`src/rtl/qam_cordic_sched.sv`:
```
// Shares one pipelined CORDIC core between the TX and RX carrier paths.
// Round-robin issue, tag pipeline routes each sin/cos result back home.
module qam_cordic_sched #(
  parameter int PHASE_W = 6,
  parameter int COR_LAT = 11,
  parameter int OUT_W   = 8
) (
  input  logic                 axi_clk,
  input  logic                 axi_rst,
  input  logic                 tx_en,
  input  logic                 rx_en,
  input  logic [PHASE_W-1:0]   tx_fcw,
  input  logic [PHASE_W-1:0]   rx_fcw,
  input  logic                 tx_req,
  input  logic                 rx_req,
  output logic                 tx_ack,
  output logic                 rx_ack,
  output logic                 cor_phase_tvalid,
  output logic [7:0]           cor_phase_tdata,
  input  logic                 cor_dout_tvalid,
  input  logic [2*OUT_W-1:0]   cor_dout_tdata,
  output logic                 tx_valid,
  output logic                 rx_valid,
  output logic [OUT_W-1:0]     tx_sin,
  output logic [OUT_W-1:0]     tx_cos,
  output logic [OUT_W-1:0]     rx_sin,
  output logic [OUT_W-1:0]     rx_cos,
  output logic                 tx_zero,
  output logic                 rx_zero,
  output logic                 seq_err
);

  localparam logic ID_TX = 1'b0;
  localparam logic ID_RX = 1'b1;

  typedef struct packed {
    logic valid;
    logic id;
    logic zero;
  } tag_t;

  logic [PHASE_W-1:0] r_tx_acc;
  logic [PHASE_W-1:0] r_rx_acc;
  logic               r_last;
  logic               r_ph_vld;
  logic [7:0]         r_ph_dat;
  tag_t               r_tag [0:COR_LAT];
  logic               r_tx_vld;
  logic               r_rx_vld;
  logic [OUT_W-1:0]   r_tx_sin;
  logic [OUT_W-1:0]   r_tx_cos;
  logic [OUT_W-1:0]   r_rx_sin;
  logic [OUT_W-1:0]   r_rx_cos;
  logic               r_tx_zero;
  logic               r_rx_zero;
  logic               r_seq_err;

  logic               w_tx_elig;
  logic               w_rx_elig;
  logic               w_tx_ack;
  logic               w_rx_ack;
  logic               w_xfer;
  logic [PHASE_W-1:0] w_sel_acc;
  tag_t               w_new_tag;
  tag_t               w_head;
  logic               w_hit;
  logic [OUT_W-1:0]   w_sin;
  logic [OUT_W-1:0]   w_cos;

  // Reset also masks the grants so every output reads 0 while it is held.
  assign w_tx_elig = tx_req & tx_en & ~axi_rst;
  assign w_rx_elig = rx_req & rx_en & ~axi_rst;

  assign w_tx_ack = w_tx_elig & (~w_rx_elig | (r_last == ID_RX));
  assign w_rx_ack = w_rx_elig & (~w_tx_elig | (r_last == ID_TX));
  assign w_xfer   = w_tx_ack | w_rx_ack;

  assign w_sel_acc = w_rx_ack ? r_rx_acc : r_tx_acc;

  always_comb begin
    w_new_tag       = '0;
    w_new_tag.valid = w_xfer;
    w_new_tag.id    = w_rx_ack ? ID_RX : ID_TX;
    w_new_tag.zero  = w_xfer & (w_sel_acc == '0);
  end

  assign w_head = r_tag[COR_LAT];
  assign w_hit  = cor_dout_tvalid & w_head.valid;
  assign w_sin  = cor_dout_tdata[2*OUT_W-1:OUT_W];
  assign w_cos  = cor_dout_tdata[OUT_W-1:0];

  always_ff @(posedge axi_clk or posedge axi_rst) begin
    if (axi_rst) begin
      r_last <= ID_RX;
    end else if (w_xfer) begin
      r_last <= w_rx_ack ? ID_RX : ID_TX;
    end
  end

  always_ff @(posedge axi_clk or posedge axi_rst) begin
    if (axi_rst) begin
      r_tx_acc <= '0;
    end else if (!tx_en) begin
      r_tx_acc <= '0;
    end else if (w_tx_ack) begin
      r_tx_acc <= r_tx_acc + tx_fcw;
    end
  end

  always_ff @(posedge axi_clk or posedge axi_rst) begin
    if (axi_rst) begin
      r_rx_acc <= '0;
    end else if (!rx_en) begin
      r_rx_acc <= '0;
    end else if (w_rx_ack) begin
      r_rx_acc <= r_rx_acc + rx_fcw;
    end
  end

  always_ff @(posedge axi_clk or posedge axi_rst) begin
    if (axi_rst) begin
      r_ph_vld <= 1'b0;
      r_ph_dat <= '0;
    end else begin
      r_ph_vld <= w_xfer;
      if (w_xfer) begin
        r_ph_dat <= 8'($signed(w_sel_acc));
      end
    end
  end

  // Stage 0 sits beside the phase register; stage COR_LAT meets dout.
  always_ff @(posedge axi_clk or posedge axi_rst) begin
    if (axi_rst) begin
      for (int i = 0; i <= COR_LAT; i++) begin
        r_tag[i] <= '0;
      end
    end else begin
      r_tag[0] <= w_new_tag;
      for (int i = 1; i <= COR_LAT; i++) begin
        r_tag[i] <= r_tag[i-1];
      end
    end
  end

  always_ff @(posedge axi_clk or posedge axi_rst) begin
    if (axi_rst) begin
      r_tx_vld  <= 1'b0;
      r_tx_sin  <= '0;
      r_tx_cos  <= '0;
      r_tx_zero <= 1'b0;
    end else begin
      r_tx_vld  <= w_hit & (w_head.id == ID_TX);
      r_tx_zero <= w_hit & (w_head.id == ID_TX) & w_head.zero;
      if (w_hit && w_head.id == ID_TX) begin
        r_tx_sin <= w_sin;
        r_tx_cos <= w_cos;
      end
    end
  end

  always_ff @(posedge axi_clk or posedge axi_rst) begin
    if (axi_rst) begin
      r_rx_vld  <= 1'b0;
      r_rx_sin  <= '0;
      r_rx_cos  <= '0;
      r_rx_zero <= 1'b0;
    end else begin
      r_rx_vld  <= w_hit & (w_head.id == ID_RX);
      r_rx_zero <= w_hit & (w_head.id == ID_RX) & w_head.zero;
      if (w_hit && w_head.id == ID_RX) begin
        r_rx_sin <= w_sin;
        r_rx_cos <= w_cos;
      end
    end
  end

  // Any disagreement between core and tag valid means lost alignment.
  always_ff @(posedge axi_clk or posedge axi_rst) begin
    if (axi_rst) begin
      r_seq_err <= 1'b0;
    end else if (cor_dout_tvalid != w_head.valid) begin
      r_seq_err <= 1'b1;
    end
  end

  assign tx_ack           = w_tx_ack;
  assign rx_ack           = w_rx_ack;
  assign cor_phase_tvalid = r_ph_vld;
  assign cor_phase_tdata  = r_ph_dat;
  assign tx_valid         = r_tx_vld;
  assign rx_valid         = r_rx_vld;
  assign tx_sin           = r_tx_sin;
  assign tx_cos           = r_tx_cos;
  assign rx_sin           = r_rx_sin;
  assign rx_cos           = r_rx_cos;
  assign tx_zero          = r_tx_zero;
  assign rx_zero          = r_rx_zero;
  assign seq_err          = r_seq_err;

endmodule

```
`config.mk`:
```
export PLATFORM = sky130hd
export DESIGN_NAME = qam_cordic_sched
export DESIGN_NICKNAME = d
export VERILOG_FILES = /design/src/rtl/qam_cordic_sched.sv
export SDC_FILE = /design/constraint.sdc
export NUM_CORES = 1
export LEC_CHECK = 0
export BUFFER_PORTS_ARGS = -buffer_cell sky130_fd_sc_hd__buf_2
export CAP_MARGIN = 20
export CORE_AREA = 2 2 103 85
export DETAILED_ROUTE_END_ITERATION = 10
export DIE_AREA = 0 0 105 87
export GPL_TIMING_DRIVEN = 0
export MAX_ROUTING_LAYER = met4
export PLACE_DENSITY = 0.68
export SKIP_LAST_GASP = 1
export SYNTH_ARGS = -nofsm -noshare
export SYNTH_HDL_FRONTEND = slang
export SYNTH_SLANG_ARGS = --single-unit
```
`constraint.sdc`:
```
create_clock -name axi_clk -period 5.88 [get_ports axi_clk]
set_input_delay 1.176 -clock axi_clk [delete_from_list [all_inputs] [get_ports axi_clk]]
set_output_delay 1.176 -clock axi_clk [all_outputs]
set_load 0.05 [all_outputs]
```
=== Word-level counts from Yosys, hierarchy flattened ===
Index checks and enable logic that the tools add are counted.

* Register bits: 92
* Output and inout bits: 48
* Word-level logic and storage cells: 83

* Add/sub/neg operators: 2
* Eq/ne operators: 3
* Mux-type cells: 6
* Bitwise operators: 20
* Reduce and logical (&&, ||, !) cells: 3

{| class="wikitable"
|+ Operators with widths
! operator !! count
|-
| $mux W6 || 5
|-
| $add A6 B6 Y6 || 2
|-
| $and A1 B1 Y1 || 12
|-
| $logic_not A6 Y1 || 1
|-
| $not A1 Y1 || 5
|-
| $ne A2 B1 Y1 const B || 2
|-
| $or A1 B1 Y1 || 3
|-
| $logic_and A1 B1 Y1 || 2
|-
| $mux W1 || 1
|-
| $ne A1 B1 Y1 || 1
|}

=== Logic depth before layout (Yosys ltp) ===
Gate-level depths: netlist (run 1).

* Depth in word-level cells: 8
* Mapped depth: 7
* Mapped depth without buffers: 6

=== Worst setup path before layout (run 1) ===
No wires, ideal clock.

* Path type: input -> register
* Start: input axi_rst
* End: register r_last
* Library setup time: 0.076 ns
* Data arrival time: 3.463 ns
* Required time: 5.804 ns
* Slack: 2.341 ns
* Stages on the path: 3
* Buffers on the path: 0
* Path through: inv_1 -> a31oi_1 -> nor2_1

* Longest elaborated chain between the ends: 6
* Elaborated cells between the ends (all ways): 11
* Classes of those cells: mux: 1; bitwise: 10

{| class="wikitable"
|+ RTL lines
! what !! RTL line !! RTL
|-
| from (decl) || 9 || <nowiki>input logic axi_rst,</nowiki>
|-
| $not A1 Y1 * || 71, 72 ||
|-
| $and A1 B1 Y1, on equally long branches || 71, 72 ||
|-
| $not A1 Y1, on equally long branches || 75, 74 ||
|-
| $or A1 B1 Y1, on equally long branches || 75, 74 ||
|-
| $and A1 B1 Y1, on equally long branches || 75, 74 ||
|-
| $mux W1 or $or A1 B1 Y1 (tied branches) || 96, 76 ||
|-
| to (signal assigned) || 96 || <nowiki>r_last <= w_rx_ack ? ID_RX : ID_TX;</nowiki>
|-
| to (decl) || 44 || <nowiki>logic r_last;</nowiki>
|}

Mark *: on every way between the ends. The rest lies on a longest branch, timed or not.
A chain may end at the register's enable or synchronous reset.

=== Worst setup path after layout (run 1) ===
* Start: input rx_en
* End: output rx_ack

* Longest elaborated chain between the ends: 3

{| class="wikitable"
|+ RTL lines
! what !! RTL line !! RTL
|-
| from (decl) || 11 || <nowiki>input logic rx_en,</nowiki>
|-
| $and A1 B1 Y1 (2 in series) || 72 || <nowiki>assign w_rx_elig = rx_req & rx_en & ~axi_rst;</nowiki>
|-
| $and A1 B1 Y1 || 75 || <nowiki>assign w_rx_ack = w_rx_elig & (~w_tx_elig | (r_last == ID_TX));</nowiki>
|-
| to (decl) || 17 || <nowiki>output logic rx_ack,</nowiki>
|}

No other way between the ends.

==> key figures, run 1 <==
Outcome
  – Run status: completed

STA
  – Slew at the pin with the worst max-slew slack: 0.547 ns
  – Endpoints failing setup: 0
  – Max_slew headroom: around 64%
  – Setup TNS Final: 0 ns
  – Min setup slack post-route: ~2.6 ns
  – Time the worst path needs with I/O delays and setup: 3.33 ns
  – Setup repair after global routing missed its margin: no
  – Largest clock skew in the final design: ~0.013 ns
  – Number of pins exceeding their max-slew limit in the final report: 0
  – Achievable clock frequency: 301 MHz
  – Count of final hold-check violations: 0
  – Crit share post-route: 56.6%

Setup path
  – Crit path buf inv count: 3
  – Largest fanout on the critical path: 8
  – Startpoint kind of the worst setup timing path: input port
  – Largest stage delay on the critical path: 0.35 ns
  – Worst EP arrival: 2.15 ns
  – Chain of cells forming the critical path: buf_6, nand2_2, a311o_1, inv_1, buf_2
  – Worst path slowest cell: sky130_fd_sc_hd__a311o_1
  – Cell family with most CP delay: buffers and inverters
  – WS Path Type: input port to primary output
  – Element type at the critical path end: primary output
  – Required arrival time at the worst endpoint: 4.70 ns

Floorplan
  – Number of primary I/O pins: 83
  – Core area: 8180 um2
  – Site row count: 30
  – Die area: between 9000 and 10000 um2
  – Overall die width: 105 um
  – Die span in y: between 80 and 90 um
  – Initial standard-cell utilization of the core: 43.7%

GRT
  – Vias in the first global route: 2213
  – GRT Total Usage: between 10% and 20%
  – Initial antenna violation count: 0
  – Pin count of the biggest net entering global routing: between 70 and 80
  – Aggregate global routing overflow: 0
  – Wire length of the first global-routing pass: ~11 mm

Logic synthesis
  – Mean Syn Cell Area: approximately 14 um2
  – Sequential area share after synthesis: roughly 64%
  – Cell variety after synth: 39
  – Cell Area, Synth: about 3600 um2
  – Post-synthesis cell count: 255
  – Synthesized Nets: 303
  – Syn. warnings: 0
  – Flops & latches, synth: 92

CTS
  – Post-CTS Setup Inserts: 0
  – CTS clk-pin slew, worst paths: ~0.090 ns
  – Clock tree from TritonCTS: done
  – Clk sinks: just over 90
  – Number of buffers on the longest clock path: 2
  – CTS root buffer: sky130_fd_sc_hd__clkbuf_8
  – Deepest level of the CTS H-tree: 3
  – Number of buffers created by CTS: 9
  – Total of cells resized after clock tree synthesis: 0
  – Insertion delay to the later sink of the worst-skew pair: approximately 0.35 ns
  – Count of hold-fix buffers inserted at cts: 0

Drt
  – Via-per-instance ratio: about 5
  – Iter 0 DRT Violations: between 70 and 80
  – First drt pass iteration count: 4
  – Number of DRC violations after detailed routing: 0
  – Post-detailed-route wirelength per cell: approximately 14 um
  – Overall routed net length: about 6.5 mm
  – Vias after detailed routing: 2266
  – Number of nets still failing antenna checks after routing: 0

Layout
  – Number of fillers in the final layout: roughly 740
  – P&R area growth vs syn: 21.4%
  – Antenna fix cells: 0
  – Proportion of layout cells with a drive suffix above 1: 40.2%
  – Total number of nets in the final design: approximately 400
  – Register area: around 2300 um2
  – Area used by multi-input combinational logic: between 1000 and 1500 um2
  – Cell Count, Final, Fillers Out: 463

Place
  – Estimated wirelength of the detail-placed design: 4.68 mm
  – Post-Place Cells: between 400 and 500
  – Number of buffers added on ports: 80
  – Final GP Congestion: 0.745
  – Placement-stage worst setup slack: around 2.6 ns

Power
  – Cell area power density: approximately 360 nW/um2
  – Peak supply drop: approximately 0.13 mV
  – Reported leakage power: 0.00227 uW

Flow run
  – Number of max-cap violations: 0

Min path
  – Min-delay worst type: flop to flop
[metrics by stage]
step,instance area [um2],hold WS [ns],power [uW],util [%]
6_report,4340,0.340,1570,53.0
5_1_grt,4340,0.347,1650,53.0
4_1_cts,4340,0.342,1590,53.0
3_5_place_dp,4140,0.337,1170,50.6
3_3_place_gp,4110,0.332,1160,50.3
2_1_floorplan,3570,0.331,1070,-
[final timing paths]
kind | end | depth (start not counted) | slack (ns) | from
setup reg to reg | tx_cos[4]$_DFFE_PP0P_ | 5 | 3.98 | r_tag[2]$_DFF_PP0_
hold reg to reg | r_tag[21]$_DFF_PP0_ | 0 | 0.34 | r_tag[24]$_DFF_PP0_
setup / recovery | rx_ack | 5 | 2.55 | rx_en
min in group asynchronous | cor_phase_tdata[0]$_DFFE_PP0P_ | 2 | 0.79 | axi_rst
hold / removal | r_tag[21]$_DFF_PP0_ | 0 | 0.34 | r_tag[24]$_DFF_PP0_
max in group asynchronous | r_tag[6]$_DFF_PP0_ | 3 | 4.46 | axi_rst
[final cells by class]
type,count,area share (%)
multi-input combinational,144,26.8
clock buffer,9,2.86
clock inverter,6,1.64
sequential,92,53.1
buffer,11,1.76
timing repair buffer,81,9.86
tap,112,3.23
inverter,8,0.750
[cells by family after synthesis]
group / count (synthesis) / synth area share, %
adders and majority gates: 13 / 4.97
and+or+nand+nor: 44 / 6.27
DFF: 92 / 64.5
muxes: 39 / 12.1
AOI/OAI and AO/OA: 40 / 7.25
xor gates and xnor gates: 8 / 1.96
buffers and inverters: 19 / 2.98
[flip-flops by register name (all words and copies together) (netlist names)]
signal	flops
r_last	1
tx_sin	8
r_tag	36
tx_zero	1
seq_err	1
rx_cos	8
cor_phase_tdata	6
r_tx_acc	6
rx_valid	1
tx_cos	8
tx_valid	1
rx_zero	1
r_rx_acc	6
rx_sin	8
[report_power, final]
part	leakage, uW	switching [uW]	total (uW)	internal, uW
Combinational	0.000986	294	409	115
Sequential	0.00119	37.6	745	707
Clock	0.0000923	221	419	198
[Yosys cell counts (all sizes together)]
library cell  number  area, um2
o211ai             2       20.0
o21ai              9       45.0
xor2               4       35.0
ha                11        138
a311o              1       10.0
a21o               4       30.0
buf                9       68.8
nor4               3       40.0
o21bai             2       15.0
a211oi             2       15.0
xnor2              4       35.0
nor2              13       48.8
mux2              33        372
a41o               1       11.3
o32ai              2       25.0
nand3             10       50.1
inv                8       30.0
or4                1       7.51
a31oi              2       12.5
a21oi             15       75.1
or2                1       6.26
nor2b              1       6.26
mux2i              6       60.1
dfrtp             91       2280
nand2b             2       12.5
fa                 2       40.0
clkbuf             2       7.51
nand2             12       47.6
dfstp              1       26.3
nor3               1       5.00
[cells in the final DEF, fill, tap and decap left out, types with 2 or more instances in the layout]
cell type                    synthesis  layout
sky130_fd_sc_hd__a211oi_1            2       2
sky130_fd_sc_hd__a21o_1              4       4
sky130_fd_sc_hd__a21oi_1            15      15
sky130_fd_sc_hd__a31oi_1             2       2
sky130_fd_sc_hd__buf_2               4      84
sky130_fd_sc_hd__buf_4               2       2
sky130_fd_sc_hd__buf_6               3       3
sky130_fd_sc_hd__clkbuf_1            2       2
sky130_fd_sc_hd__clkbuf_8            0       9
sky130_fd_sc_hd__clkinvlp_4          0       2
sky130_fd_sc_hd__dfrtp_1            91      91
sky130_fd_sc_hd__fa_1                2       2
sky130_fd_sc_hd__ha_1               11      11
sky130_fd_sc_hd__inv_1               8       7
sky130_fd_sc_hd__inv_6               0       2
sky130_fd_sc_hd__mux2_1              6       6
sky130_fd_sc_hd__mux2_2             27      27
sky130_fd_sc_hd__mux2i_1             6       6
sky130_fd_sc_hd__nand2_1            11      11
sky130_fd_sc_hd__nand2b_1            2       2
sky130_fd_sc_hd__nand3_1            10      10
sky130_fd_sc_hd__nor2_1             13      13
sky130_fd_sc_hd__o21ai_0             5       5
sky130_fd_sc_hd__o21ai_1             4       4
sky130_fd_sc_hd__o21bai_1            2       2
sky130_fd_sc_hd__xnor2_1             4       4
sky130_fd_sc_hd__xor2_1              4       4
[routing by layer]
metal	wire, um	track usage (%)	part of all wire (%)
met1	3080	21.7	48
met3	437	4.86	6.8
met4	69	5.33	1.1
met5	0	-	0
met2	2870	22.8	44
(Power assumes the default switching activity.)
==> inputs of run 2 (changes only) <==
--- a/config.mk
+++ b/config.mk
@@ -5,6 +5,7 @@
 export SDC_FILE = /design/constraint.sdc
 export NUM_CORES = 1
 export LEC_CHECK = 0
+export ABC_AREA = 1
 export BUFFER_PORTS_ARGS = -buffer_cell sky130_fd_sc_hd__buf_2
 export CAP_MARGIN = 20
 export CORE_AREA = 2 2 103 85
@@ -12,7 +13,7 @@
 export DIE_AREA = 0 0 105 87
 export GPL_TIMING_DRIVEN = 0
 export MAX_ROUTING_LAYER = met4
-export PLACE_DENSITY = 0.68
+export PLACE_DENSITY = 0.67
 export SKIP_LAST_GASP = 1
 export SYNTH_ARGS = -nofsm -noshare
 export SYNTH_HDL_FRONTEND = slang
==> constraint.sdc (replaced) <==
create_clock -name axi_clk -period 3.5 [get_ports axi_clk]
set_input_delay 0.7 -clock axi_clk [delete_from_list [all_inputs] [get_ports axi_clk]]
set_output_delay 0.7 -clock axi_clk [all_outputs]
set_load 0.05 [all_outputs]
==> run 2 against run 1 <==
  * Worst setup slack worse by 1.7 ns
  * Register-to-register slack worse by 2.1 ns
  * Largest power group unchanged
  * Synthesized area down 0.98%
==> key figures, run 2 <==
Logic synthesis
  – Simple logic cell fraction of the synthesized area: 14.5% (+8.2 points)
  – Cell Area, Synth: 3540 um2 (-0.98%)
  – Cell variety after synth: 29 (-26%)
  – Combinational family with the most area after synthesis: simple AND/OR/NAND/NOR gates
  – List of most frequent post-synthesis cells: sky130_fd_sc_hd__dfrtp_1, sky130_fd_sc_hd__nand2_1, sky130_fd_sc_hd__o21ai_0, sky130_fd_sc_hd__inv_1, sky130_fd_sc_hd__nor2_1
  – Synthesized Nets: 379 (+25%)
  – Ranking of synthesized cells by area: sky130_fd_sc_hd__dfrtp_1, sky130_fd_sc_hd__nand2_1, sky130_fd_sc_hd__o21ai_0
  – Flops & latches, synth: 92 (unchanged)
  – Syn. warnings: 0 (unchanged)
  – Post-synthesis xor/xnor area fraction: 0.990% (-0.97 points)
  – Post-synthesis cell count: 331 (+30%)
  – Number of flops mapped to enable cells by yosys: 0 (unchanged)
  – Flip-flop cell with the highest count after synthesis: sky130_fd_sc_hd__dfrtp_1
  – FFs w/ async S/R, synth: 100% (unchanged)
  – Fraction of synthesized cell area taken by the top area cell type: 64.4% (+0.63 points)
  – Most frequent cell after synthesis: sky130_fd_sc_hd__dfrtp_1
  – Share of synthesized cell area in full adder, half adder and majority cells: 5.02% (+0.049 points)
  – Compound-gate portion of the synthesized area: 8.49% (+1.2 points)
  – Synth area leader: sky130_fd_sc_hd__dfrtp_1
  – Sequential area share after synthesis: 65.1% (+0.64 points)
  – Multiplexer share of the synthesized area: 0% (-12 points)
  – Mean Syn Cell Area: 10.7 um2 (-24%)

STA
  – Count of final hold-check violations: 0 (unchanged)
  – Endpoints failing setup: 0 (unchanged)
  – Setup repair after global routing missed its margin: no
  – Slew at the pin with the worst max-slew slack: 0.514 ns (-0.0324 ns)
  – Achievable clock frequency: approximately 380 MHz
  – Setup TNS Final: 0 ns (unchanged)
  – Max_slew headroom: 65.7% (+2.2 points)
  – Crit share post-route: about three quarters
  – Time the worst path needs with I/O delays and setup: about 2.6 ns
  – Number of pins exceeding their max-slew limit in the final report: 0 (unchanged)
  – Largest clock skew in the final design: 0.0120 ns (-0.000657 ns)

Power
  – Cell area power density: 601 nW/um2 (+66%)
  – Reported leakage power: 0.00236 uW (+4.1%)
  – Combinational power share: 24.9% (-1.1 points)
  – Internal power: 1630 uW (+60%)
  – P_sw: 966 uW (+75%)
  – Switching power share of the total: 37.2% (+2.1 points)
  – Clock share of power: 26.9% (+0.3 points)
  – Share of total power in sequential cells: 48.2% (+0.8 points)
  – Peak supply drop: 0.279 mV (+110%)

Floorplan
  – Die span in y: 87 um (unchanged)
  – Number of primary I/O pins: 83 (unchanged)
  – Core area: 8180 um2 (unchanged)
  – Initial standard-cell utilization of the core: 43.2% (-0.43 points)
  – Overall die width: 105 um (unchanged)
  – Die area: 9140 um2 (unchanged)
  – Site row count: 30 (unchanged)

CTS
  – Clock tree from TritonCTS: done
  – Count of hold-fix buffers inserted at cts: 0 (unchanged)
  – Deepest level of the CTS H-tree: 3 (unchanged)
  – Post-CTS Setup Inserts: 0 (unchanged)
  – Clk sinks: 92 (unchanged)
  – CTS clk-pin slew, worst paths: 0.10 ns (about the same)
  – Number of buffers created by CTS: 9 (unchanged)
  – Insertion delay to the later sink of the worst-skew pair: 0.36 ns (about the same)
  – Total of cells resized after clock tree synthesis: 0 (unchanged)
  – CTS root buffer: sky130_fd_sc_hd__clkbuf_8
  – Number of buffers on the longest clock path: 2 (unchanged)

Layout
  – Antenna fix cells: 0 (unchanged)
  – Largest register by flop count: r_tag
  – P&R area growth vs syn: 22.0%
  – Proportion of layout cells with a drive suffix above 1: 27.7% (-12 points)
  – Highest-count cells in the layout ignoring fill and taps: sky130_fd_sc_hd__dfrtp_1, sky130_fd_sc_hd__buf_2, sky130_fd_sc_hd__nand2_1
  – Flip-flop count of the largest register after layout: 36 (unchanged)
  – Leading cell type in the layout, fill and taps excluded: sky130_fd_sc_hd__dfrtp_1
  – Cell Count, Final, Fillers Out: 542 (+17%)
  – Total number of nets in the final design: 473 (+20%)

Outcome
  – Run status: completed

Setup path
  – Worst EP arrival: 1.93 ns (-0.22 ns)
  – WS Path Type: input port to primary output
  – Startpoint kind of the worst setup timing path: input port
  – Beginning of the worst register-to-register path: r_rx_acc[0]$_DFFE_PP0P_
  – Destination of the worst register-to-register timing path: r_rx_acc[4]$_DFFE_PP0P_
  – Largest fanout on the critical path: 18 (+10)
  – Required arrival time at the worst endpoint: 2.80 ns (-1.90 ns)
  – Element type at the critical path end: primary output
  – R2R depth: 8 (+3)
  – Reg-to-reg setup timing slack: 1.86 ns (-2.12 ns)

Drt
  – Number of nets still failing antenna checks after routing: 0 (unchanged)
  – Via-per-instance ratio: 4.64 (-5.2%)
  – Number of DRC violations after detailed routing: 0 (unchanged)
  – Post-detailed-route wirelength per cell: 12.7 um (-8.7%)
  – Vias after detailed routing: 2515 (+11%)
  – Iter 0 DRT Violations: 99 (+38%)
  – Overall routed net length: 6.90 mm (+6.8%)
  – First drt pass iteration count: 4 (unchanged)

GRT
  – Aggregate global routing overflow: 0 (unchanged)
  – Vias in the first global route: 2383 (+7.7%)
  – Initial antenna violation count: 0 (unchanged)
  – Pin count of the biggest net entering global routing: 78 (+2.6%)
  – GRT Total Usage: 17.3% (+1.4 points)
  – Wire length of the first global-routing pass: 11.8 mm (+7.8%)

Min path
  – Min-delay worst type: input port to async pin

Flow run
  – Number of max-cap violations: 0 (unchanged)

Place
  – Number of buffers added on ports: 82 (+2.5%)
  – Estimated wirelength of the detail-placed design: 5.03 mm (+7.5%)
  – Post-Place Cells: 526 (+17%)
  – Final GP Congestion: 0.817 (+9.7%)
[run 2: cell count changes in the layout (fill, tap and decap cells not counted), moves of 6 or more]
cell / change
sky130_fd_sc_hd__mux2i_1: -6
sky130_fd_sc_hd__mux2_1: -6
sky130_fd_sc_hd__a21oi_1: -9
sky130_fd_sc_hd__nand2_1: +66
sky130_fd_sc_hd__inv_1: +28
sky130_fd_sc_hd__o21ai_0: +36
sky130_fd_sc_hd__mux2_2: -27
[run 2: how the worst max path moves through the flow]
stage              to  startpoint  cells after the start
6_report       rx_ack     axi_rst                      8
5_1_grt        rx_ack     axi_rst                      8
4_1_cts        rx_ack     axi_rst                      8
3_5_place_dp   rx_ack     axi_rst                      8
3_3_place_gp   rx_ack     axi_rst                      7
2_1_floorplan  rx_ack     axi_rst                      6
[run 2: critical path, cell delays in order]
cell	delay (ns)
sky130_fd_sc_hd__buf_2	0.12
sky130_fd_sc_hd__inv_4	0.22
sky130_fd_sc_hd__nand3_4	0.13
sky130_fd_sc_hd__inv_4	0.13
sky130_fd_sc_hd__nand2_4	0.06
sky130_fd_sc_hd__buf_8	0.14
sky130_fd_sc_hd__inv_2	0.13
sky130_fd_sc_hd__buf_2	0.29
[run 2: power by group through the flow]
stage | Combinational (uW) | Clock (uW) | Sequential (uW)
after global placement | 637 | 0 | 1270
after floorplan | 190 | 0 | 1560
after CTS | 652 | 729 | 1250
after detailed placement | 651 | 0 | 1270
final | 646 | 698 | 1250
after global routing | 695 | 781 | 1270
[run 2: area by class of cell]
type / instances / area [um2]
Fill cell: 789 / 3870
Sequential cell: 92 / 2300
Multi-Input combinational cell: 190 / 1030
Timing Repair Buffer: 83 / 438
Inverter: 40 / 155
Tap cell: 112 / 140
Clock buffer: 9 / 124
Clock inverter: 7 / 77.6
Buffer: 9 / 52.6
[run 2: logic make-up (layout without fill, tap and decap cells)]
family          after synthesis  count (layout)
simple gates                115             115
flops                        92              92
compound gates               58              58
buf+inv                      49             148
fa+ha+maj                    13              13
xor+xnor                      4               4
[run 2: per-stage QoR]
stage	setup WS (ns)	area (um2)	util (%)	hold WS [ns]	power [uW]
6_report	0.866	4320	52.8	0.295	2590
5_1_grt	0.773	4320	52.8	0.280	2740
4_1_cts	0.850	4320	52.8	0.279	2630
3_5_place_dp	0.853	4120	50.3	0.335	1920
3_3_place_gp	0.113	4090	50.0	0.333	1910
2_1_floorplan	0.726	3540	-	0.331	1750
[run 2: per-layer routing]
layer / track usage, % / vias up / part of all wire, %
li1: - / 1249 / -
met1: 22.9 / 1180 / 49
met2: 26.3 / 77 / 44
met3: 5.09 / 9 / 5.8
met4: 4.36 / 0 / 0.91
met5: - / - / 0
